## src/rtl/spi_slave_pkg.sv

```systemverilog
// Shared opcodes, FSM state encoding and phase lengths for the SPI slave
// command decoder.
package spi_slave_pkg;

    localparam logic [7:0] CMD_WRITE = 8'h02;
    localparam logic [7:0] CMD_READ  = 8'h0B;
    localparam logic [7:0] CMD_WRAP  = 8'h11;

    localparam int ADDR_BYTES = 4;

    typedef enum logic [2:0] {
        CMD,
        ADDR,
        DUMMY,
        WDATA,
        WRAP,
        HOLD,
        IGNORE
    } state_e;

endpackage

```

## src/rtl/spi_slave_cmd_decoder_if.sv

```systemverilog
// Byte-stream input and SPI-to-OBI plug signals of the command decoder.
interface spi_slave_cmd_decoder_if #(
    parameter int OBI_ADDR_WIDTH = 32
);
    logic                      cs;
    logic [7:0]                byte_data;
    logic                      byte_valid;
    logic [OBI_ADDR_WIDTH-1:0] rxtx_addr;
    logic                      rxtx_addr_valid;
    logic                      start_tx;
    logic [15:0]               wrap_length;
    logic [31:0]               rx_data;
    logic                      rx_valid;
    logic                      rx_ready;
    logic                      err_overflow;
    logic                      err_cmd;

    modport slave (
        input  cs, byte_data, byte_valid, rx_ready,
        output rxtx_addr, rxtx_addr_valid, start_tx, wrap_length,
               rx_data, rx_valid, err_overflow, err_cmd
    );

    modport master (
        output cs, byte_data, byte_valid, rx_ready,
        input  rxtx_addr, rxtx_addr_valid, start_tx, wrap_length,
               rx_data, rx_valid, err_overflow, err_cmd
    );
endinterface

```

## src/rtl/spi_slave_word_assembler.sv

```systemverilog
// Packs write-data bytes MSB first into 32-bit words and holds each word in a
// valid/ready output register; words arriving while the register is stuck are dropped.
module spi_slave_word_assembler (
    input  logic        clk,
    input  logic        rst_n,
    input  logic        byte_en_i,
    input  logic [7:0]  byte_i,
    input  logic        clear_i,
    input  logic        clr_ovf_i,
    input  logic        rx_ready_i,
    output logic [31:0] rx_data_o,
    output logic        rx_valid_o,
    output logic        err_overflow_o
);
    logic [23:0] sr_q, sr_d;
    logic [1:0]  cnt_q, cnt_d;
    logic [31:0] data_q, data_d;
    logic        valid_q, valid_d;
    logic        ovf_q, ovf_d;

    always_ff @(posedge clk or negedge rst_n) begin
        if (!rst_n) begin
            sr_q    <= '0;
            cnt_q   <= '0;
            data_q  <= '0;
            valid_q <= 1'b0;
            ovf_q   <= 1'b0;
        end else begin
            sr_q    <= sr_d;
            cnt_q   <= cnt_d;
            data_q  <= data_d;
            valid_q <= valid_d;
            ovf_q   <= ovf_d;
        end
    end

    always_comb begin
        sr_d    = sr_q;
        cnt_d   = cnt_q;
        data_d  = data_q;
        valid_d = valid_q;
        ovf_d   = ovf_q;

        if (valid_q && rx_ready_i) begin
            valid_d = 1'b0;
        end

        if (clear_i) begin
            cnt_d = '0;
        end else if (byte_en_i) begin
            if (cnt_q == 2'd3) begin
                cnt_d = '0;
                // A word can load over one that is being accepted this same cycle.
                if (!valid_q || rx_ready_i) begin
                    data_d  = {sr_q, byte_i};
                    valid_d = 1'b1;
                end else begin
                    ovf_d = 1'b1;
                end
            end else begin
                sr_d  = {sr_q[15:0], byte_i};
                cnt_d = cnt_q + 2'd1;
            end
        end

        if (clr_ovf_i) begin
            ovf_d = 1'b0;
        end
    end

    assign rx_data_o      = data_q;
    assign rx_valid_o     = valid_q;
    assign err_overflow_o = ovf_q;

endmodule

```

## src/rtl/spi_slave_cmd_decoder.sv

```systemverilog
// Byte-level command decoder feeding the SPI-to-OBI plug: decodes the command,
// address, dummy, wrap-length and write-data phases of each chip-select frame.
module spi_slave_cmd_decoder
    import spi_slave_pkg::*;
#(
    parameter int OBI_ADDR_WIDTH = 32,
    parameter int DUMMY_BYTES    = 1
) (
    input  logic                    obi_aclk,
    input  logic                    obi_aresetn,
    spi_slave_cmd_decoder_if.slave  bus
);
    localparam int CNT_W = 8;
    localparam logic [CNT_W-1:0] ADDR_LAST  = CNT_W'(ADDR_BYTES - 1);
    localparam logic [CNT_W-1:0] DUMMY_LAST = (DUMMY_BYTES == 0) ? '0 : CNT_W'(DUMMY_BYTES - 1);
    localparam bit               NO_DUMMY   = (DUMMY_BYTES == 0);

    state_e                    state_q, state_d;
    logic [CNT_W-1:0]          cnt_q, cnt_d;
    logic                      is_write_q, is_write_d;
    logic [23:0]               sr_q, sr_d;
    logic [OBI_ADDR_WIDTH-1:0] rxtx_addr_q, rxtx_addr_d;
    logic                      addr_valid_q, addr_valid_d;
    logic                      start_tx_q, start_tx_d;
    logic [15:0]               wrap_len_q, wrap_len_d;
    logic                      err_cmd_q, err_cmd_d;

    logic                      byte_acc;
    logic [31:0]               addr_word;
    logic [OBI_ADDR_WIDTH-1:0] addr_conv;

    // Deselect takes priority over any byte presented in the same cycle.
    assign byte_acc  = bus.byte_valid & ~bus.cs;
    assign addr_word = {sr_q, bus.byte_data};

    generate
        if (OBI_ADDR_WIDTH > 32) begin : g_addr_ext
            assign addr_conv = {{(OBI_ADDR_WIDTH-32){1'b0}}, addr_word};
        end else if (OBI_ADDR_WIDTH == 32) begin : g_addr_eq
            assign addr_conv = addr_word;
        end else begin : g_addr_trunc
            assign addr_conv = addr_word[OBI_ADDR_WIDTH-1:0];
        end
    endgenerate

    always_ff @(posedge obi_aclk or negedge obi_aresetn) begin
        if (!obi_aresetn) begin
            state_q      <= CMD;
            cnt_q        <= '0;
            is_write_q   <= 1'b0;
            sr_q         <= '0;
            rxtx_addr_q  <= '0;
            addr_valid_q <= 1'b0;
            start_tx_q   <= 1'b0;
            wrap_len_q   <= '0;
            err_cmd_q    <= 1'b0;
        end else begin
            state_q      <= state_d;
            cnt_q        <= cnt_d;
            is_write_q   <= is_write_d;
            sr_q         <= sr_d;
            rxtx_addr_q  <= rxtx_addr_d;
            addr_valid_q <= addr_valid_d;
            start_tx_q   <= start_tx_d;
            wrap_len_q   <= wrap_len_d;
            err_cmd_q    <= err_cmd_d;
        end
    end

    always_comb begin
        state_d      = state_q;
        cnt_d        = cnt_q;
        is_write_d   = is_write_q;
        sr_d         = sr_q;
        rxtx_addr_d  = rxtx_addr_q;
        addr_valid_d = 1'b0;
        start_tx_d   = 1'b0;
        wrap_len_d   = wrap_len_q;
        err_cmd_d    = 1'b0;

        if (bus.cs) begin
            state_d = CMD;
            cnt_d   = '0;
        end else begin
            case (state_q)
                CMD: begin
                    if (byte_acc) begin
                        cnt_d = '0;
                        case (bus.byte_data)
                            CMD_WRITE: begin state_d = ADDR; is_write_d = 1'b1; end
                            CMD_READ:  begin state_d = ADDR; is_write_d = 1'b0; end
                            CMD_WRAP:  state_d = WRAP;
                            default: begin
                                err_cmd_d = 1'b1;
                                state_d   = IGNORE;
                            end
                        endcase
                    end
                end
                ADDR: begin
                    if (byte_acc) begin
                        sr_d = {sr_q[15:0], bus.byte_data};
                        if (cnt_q == ADDR_LAST) begin
                            cnt_d        = '0;
                            rxtx_addr_d  = addr_conv;
                            addr_valid_d = 1'b1;
                            state_d      = is_write_q ? WDATA : DUMMY;
                        end else begin
                            cnt_d = cnt_q + CNT_W'(1);
                        end
                    end
                end
                DUMMY: begin
                    // With no dummy bytes this state only spaces start_tx one cycle after the address.
                    if (NO_DUMMY) begin
                        start_tx_d = 1'b1;
                        state_d    = HOLD;
                    end else if (byte_acc) begin
                        if (cnt_q == DUMMY_LAST) begin
                            cnt_d      = '0;
                            start_tx_d = 1'b1;
                            state_d    = HOLD;
                        end else begin
                            cnt_d = cnt_q + CNT_W'(1);
                        end
                    end
                end
                WRAP: begin
                    if (byte_acc) begin
                        sr_d = {sr_q[15:0], bus.byte_data};
                        if (cnt_q == CNT_W'(1)) begin
                            cnt_d      = '0;
                            wrap_len_d = {sr_q[7:0], bus.byte_data};
                            state_d    = HOLD;
                        end else begin
                            cnt_d = cnt_q + CNT_W'(1);
                        end
                    end
                end
                WDATA, HOLD, IGNORE: begin
                end
                default: state_d = CMD;
            endcase
        end
    end

    logic        asm_byte_en;
    logic        asm_clr_ovf;
    logic [31:0] asm_rx_data;
    logic        asm_rx_valid;
    logic        asm_err_ovf;

    assign asm_byte_en = byte_acc && (state_q == WDATA);
    assign asm_clr_ovf = byte_acc && (state_q == CMD) && (bus.byte_data == CMD_WRITE);

    spi_slave_word_assembler u_word_asm (
        .clk            (obi_aclk),
        .rst_n          (obi_aresetn),
        .byte_en_i      (asm_byte_en),
        .byte_i         (bus.byte_data),
        .clear_i        (bus.cs),
        .clr_ovf_i      (asm_clr_ovf),
        .rx_ready_i     (bus.rx_ready),
        .rx_data_o      (asm_rx_data),
        .rx_valid_o     (asm_rx_valid),
        .err_overflow_o (asm_err_ovf)
    );

    assign bus.rxtx_addr       = rxtx_addr_q;
    assign bus.rxtx_addr_valid = addr_valid_q;
    assign bus.start_tx        = start_tx_q;
    assign bus.wrap_length     = wrap_len_q;
    assign bus.err_cmd         = err_cmd_q;
    assign bus.rx_data         = asm_rx_data;
    assign bus.rx_valid        = asm_rx_valid;
    assign bus.err_overflow    = asm_err_ovf;

endmodule
```

## src/flat_wrapper.sv

```systemverilog
// flat-port wrapper written by rule: the top's interface ports become plain ports
module spi_slave_cmd_decoder_flat import spi_slave_pkg::*;
#(
    parameter int OBI_ADDR_WIDTH = 32,
    parameter int DUMMY_BYTES    = 1
)
  (obi_aclk, obi_aresetn, bus_cs, bus_byte_data, bus_byte_valid, bus_rx_ready, bus_rxtx_addr, bus_rxtx_addr_valid, bus_start_tx, bus_wrap_length, bus_rx_data, bus_rx_valid, bus_err_overflow, bus_err_cmd);
  spi_slave_cmd_decoder_if #(.OBI_ADDR_WIDTH(OBI_ADDR_WIDTH)) bus_i ();
  input  logic obi_aclk;
  input  logic obi_aresetn;
  input wire logic [$bits(bus_i.cs)-1:0] bus_cs;
  input wire logic [$bits(bus_i.byte_data)-1:0] bus_byte_data;
  input wire logic [$bits(bus_i.byte_valid)-1:0] bus_byte_valid;
  input wire logic [$bits(bus_i.rx_ready)-1:0] bus_rx_ready;
  output wire logic [$bits(bus_i.rxtx_addr)-1:0] bus_rxtx_addr;
  output wire logic [$bits(bus_i.rxtx_addr_valid)-1:0] bus_rxtx_addr_valid;
  output wire logic [$bits(bus_i.start_tx)-1:0] bus_start_tx;
  output wire logic [$bits(bus_i.wrap_length)-1:0] bus_wrap_length;
  output wire logic [$bits(bus_i.rx_data)-1:0] bus_rx_data;
  output wire logic [$bits(bus_i.rx_valid)-1:0] bus_rx_valid;
  output wire logic [$bits(bus_i.err_overflow)-1:0] bus_err_overflow;
  output wire logic [$bits(bus_i.err_cmd)-1:0] bus_err_cmd;
  assign bus_i.cs = bus_cs;
  assign bus_i.byte_data = bus_byte_data;
  assign bus_i.byte_valid = bus_byte_valid;
  assign bus_i.rx_ready = bus_rx_ready;
  assign bus_rxtx_addr = bus_i.rxtx_addr;
  assign bus_rxtx_addr_valid = bus_i.rxtx_addr_valid;
  assign bus_start_tx = bus_i.start_tx;
  assign bus_wrap_length = bus_i.wrap_length;
  assign bus_rx_data = bus_i.rx_data;
  assign bus_rx_valid = bus_i.rx_valid;
  assign bus_err_overflow = bus_i.err_overflow;
  assign bus_err_cmd = bus_i.err_cmd;
  spi_slave_cmd_decoder #(.OBI_ADDR_WIDTH(OBI_ADDR_WIDTH), .DUMMY_BYTES(DUMMY_BYTES)) u_core (.obi_aclk(obi_aclk), .obi_aresetn(obi_aresetn), .bus(bus_i));
endmodule
```

## config.mk

```make
export PLATFORM = sky130hd
export DESIGN_NAME = spi_slave_cmd_decoder_flat
export DESIGN_NICKNAME = d
export VERILOG_FILES = /design/src/rtl/spi_slave_pkg.sv /design/src/rtl/spi_slave_cmd_decoder_if.sv /design/src/rtl/spi_slave_word_assembler.sv /design/src/rtl/spi_slave_cmd_decoder.sv /design/src/flat_wrapper.sv
export SDC_FILE = /design/constraint.sdc
export NUM_CORES = 1
export LEC_CHECK = 0
export CAP_MARGIN = 20
export CELL_PAD_IN_SITES_DETAIL_PLACEMENT = 1
export CELL_PAD_IN_SITES_GLOBAL_PLACEMENT = 1
export CORE_MARGIN = 2
export CORE_UTILIZATION = 46
export CTS_BUF_LIST = sky130_fd_sc_hd__clkbuf_8
export CTS_CLUSTER_DIAMETER = 40
export DETAILED_ROUTE_END_ITERATION = 10
export HOLD_SLACK_MARGIN = 0.1
export PLACE_DENSITY = 0.78
export SYNTH_ARGS = -nofsm -noshare
export SYNTH_HDL_FRONTEND = slang
export SYNTH_HIERARCHICAL = 1
export SYNTH_SLANG_ARGS = --single-unit
```

## constraint.sdc

```tcl
create_clock -name obi_aclk -period 3.25 [get_ports obi_aclk]
set_input_delay 0.65 -clock obi_aclk [delete_from_list [all_inputs] [get_ports obi_aclk]]
set_output_delay 0.65 -clock obi_aclk [all_outputs]
set_load 0.1 [all_outputs]
```

==> out/qor.txt <==
OUTCOME
-----------------------------------------------------------------------------------------
Outcome                                                                      finished clean

TIMING
-----------------------------------------------------------------------------------------
Fin. Hold Viols                                                                         0
Measured slew at the worst slew-check pin                                          710 ps
Max_slew headroom                                                                   52.7%
Post-route minimum period                                                         2470 ps
Setup repair after global routing missed its margin                                    no
Final count of pins violating max slew                                                  0
Final worst-path cycle share                                                        76.1%
Summed negative setup slack over all endpoints                                       0 ps
Final count of negative-setup-slack endpoints                                           0
Setup clock skew after layout                                                     14.3 ps
Fmax                                                                              405 MHz

LOGIC SYNTHESIS
-----------------------------------------------------------------------------------------
Sequential-to-total area share from yosys stat                                      59.6%
Syn_area_per_cell                                                               14.8 um^2
Primary flip-flop cell chosen by synthesis mapping                           sky130_fd_sc_hd__dfrtp_1
Net count after synthesis                                                             436
Number of synthesized register bits                                                   147
Cells after Synth                                                                     418
Distinct cells, synth                                                                  57
Number of flops mapped to enable cells by yosys                                         0
Post-synthesis cell area                                                     0.00618 mm^2
Proportion of register bits with asynchronous set or reset after synthesis           100%
Synth Warn #                                                                            6

FLOORPLAN
-----------------------------------------------------------------------------------------
Number of top-level pins                                                               98
Initial standard-cell utilization of the core                                       46.8%
Die area                                                                      0.0144 mm^2
Count of standard-cell rows                                                            42
Die width                                                                          120 um
Placeable core region                                                         0.0132 mm^2
Die Y                                                                              120 um

FINAL LAYOUT
-----------------------------------------------------------------------------------------
Area added between synthesis and finish                                             22.2%
# diodes                                                                                0
Final Net Count                                                                       544
Proportion of layout cells with a drive suffix above 1                              49.5%

SETUP PATH
-----------------------------------------------------------------------------------------
Destination of the critical timing path                                      u_core/u_word_asm/rx_data_o[31]
Max FO, Critical Path                                                                  32
WS Path Type                                                                 input pin to flip-flop
Required time of the worst setup path                                             3590 ps
Kind of end point of the critical path                                          flip-flop
First element of the critical path                                                 bus_cs
Worst r2r dst                                                                u_core/bus.wrap_length[10]
Depth of the worst register-to-register path                                            4
Arrival time at the worst endpoint                                                2810 ps
Worst setup SP type                                                             input pin
R2r setup slk                                                                      860 ps
R2r startpoint                                                               u_core/state_q[2]

POWER
-----------------------------------------------------------------------------------------
Cell leakage power                                                                3.75 nW
Power, Total                                                                    0.00495 W
Total power per unit cell area                                                656 mW/mm^2
Peak ir drop on the vdd network                                                  0.246 mV

MIN PATH
-----------------------------------------------------------------------------------------
Class of the tightest hold or removal check                                  input pin to asynchronous set/reset pin

GLOBAL ROUTING
-----------------------------------------------------------------------------------------
Initial antenna violation count                                                         0
GRT Total Usage                                                                     19.8%
Pin count of the biggest net entering global routing                                   80
Vias in the first global route                                                       4086
Global-route wire length before repair                                            21.8 mm
Aggregate global routing overflow                                                       0

ROUTING
-----------------------------------------------------------------------------------------
Total DRC errors in the routed layout                                                   0
Routed wirelength normalized by instance count                                    18.7 um
Vias post-DR                                                                         3771
Via density per instance                                                             5.27
Detailed Route WL                                                                 13.3 mm
First-pass iteration count of the detailed router                                       4
Post-route antenna net violation count                                                  0
Count of routing violations after the opening detailed-route iteration                137

PLACED DESIGN
-----------------------------------------------------------------------------------------
Count of input and output buffers                                                      97
DP HPWL                                                                           9.12 mm
Weighted congestion reported at the end of routability-driven placement             0.828

CLOCKING
-----------------------------------------------------------------------------------------
Cell at the root of the clock tree                                           sky130_fd_sc_hd__clkbuf_8
Num CTS Buffers                                                                        17
Number of hold buffers added after CTS                                                  0
Clock tree from TritonCTS                                                             yes
Count of instances resized after the clock tree is built                                0
Deepest level of the CTS H-tree                                                         4
Clock tree buffer depth                                                                 2
Clock slew seen by the registers of the worst setup and hold paths                  80 ps
Post-CTS setup-driven buffer insertion count                                            0
Source-to-sink clock delay at the later pin of the worst-skew pair                 460 ps
Clock sink total                                                                      147

RUN
-----------------------------------------------------------------------------------------
Max-Cap Viols                                                                           0

## worst min path at each step
stage | start | endpoint | slack (ps) | cells past startpoint
floorplan | obi_aresetn | u_core/bus.err_cmd | 350 | 0
global placement | u_core/bus.rxtx_addr[6] | u_core/bus.rxtx_addr[6] | 480 | 1
detailed placement | u_core/bus.rxtx_addr[5] | u_core/bus.rxtx_addr[5] | 490 | 1
CTS | obi_aresetn | u_core/sr_q[7] | 240 | 1
global route | obi_aresetn | u_core/bus.wrap_length[8] | 280 | 1
finish | obi_aresetn | u_core/bus.rxtx_addr[12] | 230 | 1
## power by group
part / total [W] / switching, W / internal (W)
Clock: 0.00153 / 0.000683 / 0.000844
Sequential: 0.00229 / 0.000219 / 0.00207
Combinational: 0.00113 / 0.000754 / 0.000376
Total: 0.00495 / 0.00166 / 0.00329
## flip-flops by register name, indices dropped and copies added, names as in the netlist
name and flops:
u_core/u_word_asm/rx_data_o 32, u_core/u_word_asm/rx_valid_o 1, u_core/state_q 3, u_core/bus.wrap_length 16, u_core/bus.rxtx_addr_valid 1, u_core/u_word_asm/err_overflow_o 1
u_core/cnt_q 8, u_core/is_write_q 1, u_core/sr_q 24, u_core/bus.err_cmd 1, u_core/bus.start_tx 1, u_core/u_word_asm/cnt_q 2
u_core/bus.rxtx_addr 32, u_core/u_word_asm/sr_q 24
## cell usage after synthesis (all sizes together) (5+ instances only)
cell / number / area, um^2
buf: 10 / 98.8
clkbuf: 9 / 63.8
dfrtp: 147 / 3680
ha: 5 / 62.6
inv: 9 / 33.8
mux2: 128 / 1490
nand2: 12 / 47.6
nor2: 9 / 41.3
nor2b: 6 / 37.5
nor3: 5 / 30.0
o21ai: 7 / 35.0
o31ai: 5 / 37.5
## metal layers
| metal | GRT usage (%) | part of all wire (%) |
|---|---|---|
| met3 | 3.94 | 2.9 |
| met1 | 25.2 | 45 |
| met5 | 0 | 0 |
| met2 | 33.3 | 50 |
| met4 | 8.24 | 1.8 |
## critical path: stages
cell	delay (ps)
sky130_fd_sc_hd__clkdlybuf4s50_1	430
sky130_fd_sc_hd__inv_1	200
sky130_fd_sc_hd__nand2_1	230
sky130_fd_sc_hd__nor3_1	190
sky130_fd_sc_hd__buf_4	170
sky130_fd_sc_hd__nand3b_1	150
sky130_fd_sc_hd__nor2_4	170
sky130_fd_sc_hd__buf_12	220
sky130_fd_sc_hd__mux2_2	370
## cell usage in the layout (no fill, tap or decap), drive strengths merged, types with 4 or more instances in the layout
| cell | n |
|---|---|
| nand2 | 12 |
| clkdlybuf4s50 | 11 |
| mux2 | 128 |
| ha | 5 |
| nor4 | 4 |
| clkbuf | 21 |
| nor2 | 9 |
| o31ai | 5 |
| buf | 97 |
| dfrtp | 147 |
| o21ai | 7 |
| nand3 | 4 |
| nor3 | 5 |
| nor2b | 6 |
| inv | 12 |
## stage by stage
| step | utilization (%) | hold slack (ps) | instances | worst slack [ps] | instance area, um^2 |
|---|---|---|---|---|---|
| final | 57.2 | 233 | 715 | 778 | 7550 |
| after global routing | 57.2 | 281 | 715 | 670 | 7550 |
| after CTS | 57.2 | 239 | 715 | 820 | 7550 |
| after detailed placement | 53.9 | 486 | 683 | 337 | 7110 |
| after global placement | 53.9 | 476 | 683 | 389 | 7110 |
| after floorplan | - | 354 | 418 | 851 | 6180 |
## final cells by class
cell class,instances,area (um^2)
clock buffer,21,289
clock inverter,11,149
fill,1295,5640
inverter,9,33.8
multi-input combinational,243,2310
sequential,147,3680
tap,176,220
timing repair buffer,108,867
## cells by family (layout without fill, tap and decap cells)
logic type               Yosys count  after routing  share of synthesized area [%]
AND/OR/NAND/NOR                   68             68                           7.17
XOR/XNOR                           5              5                          0.709
multiplexers                     129            129                           24.2
adder cells (fa/ha/maj)            6              6                           1.17
AO/OA/AOI/OAI                     35             35                           3.99
flip-flops                       147            147                           59.6
buffers and inverters             28            149                           3.18
No activity file was read; power rests on OpenSTA's default activity.
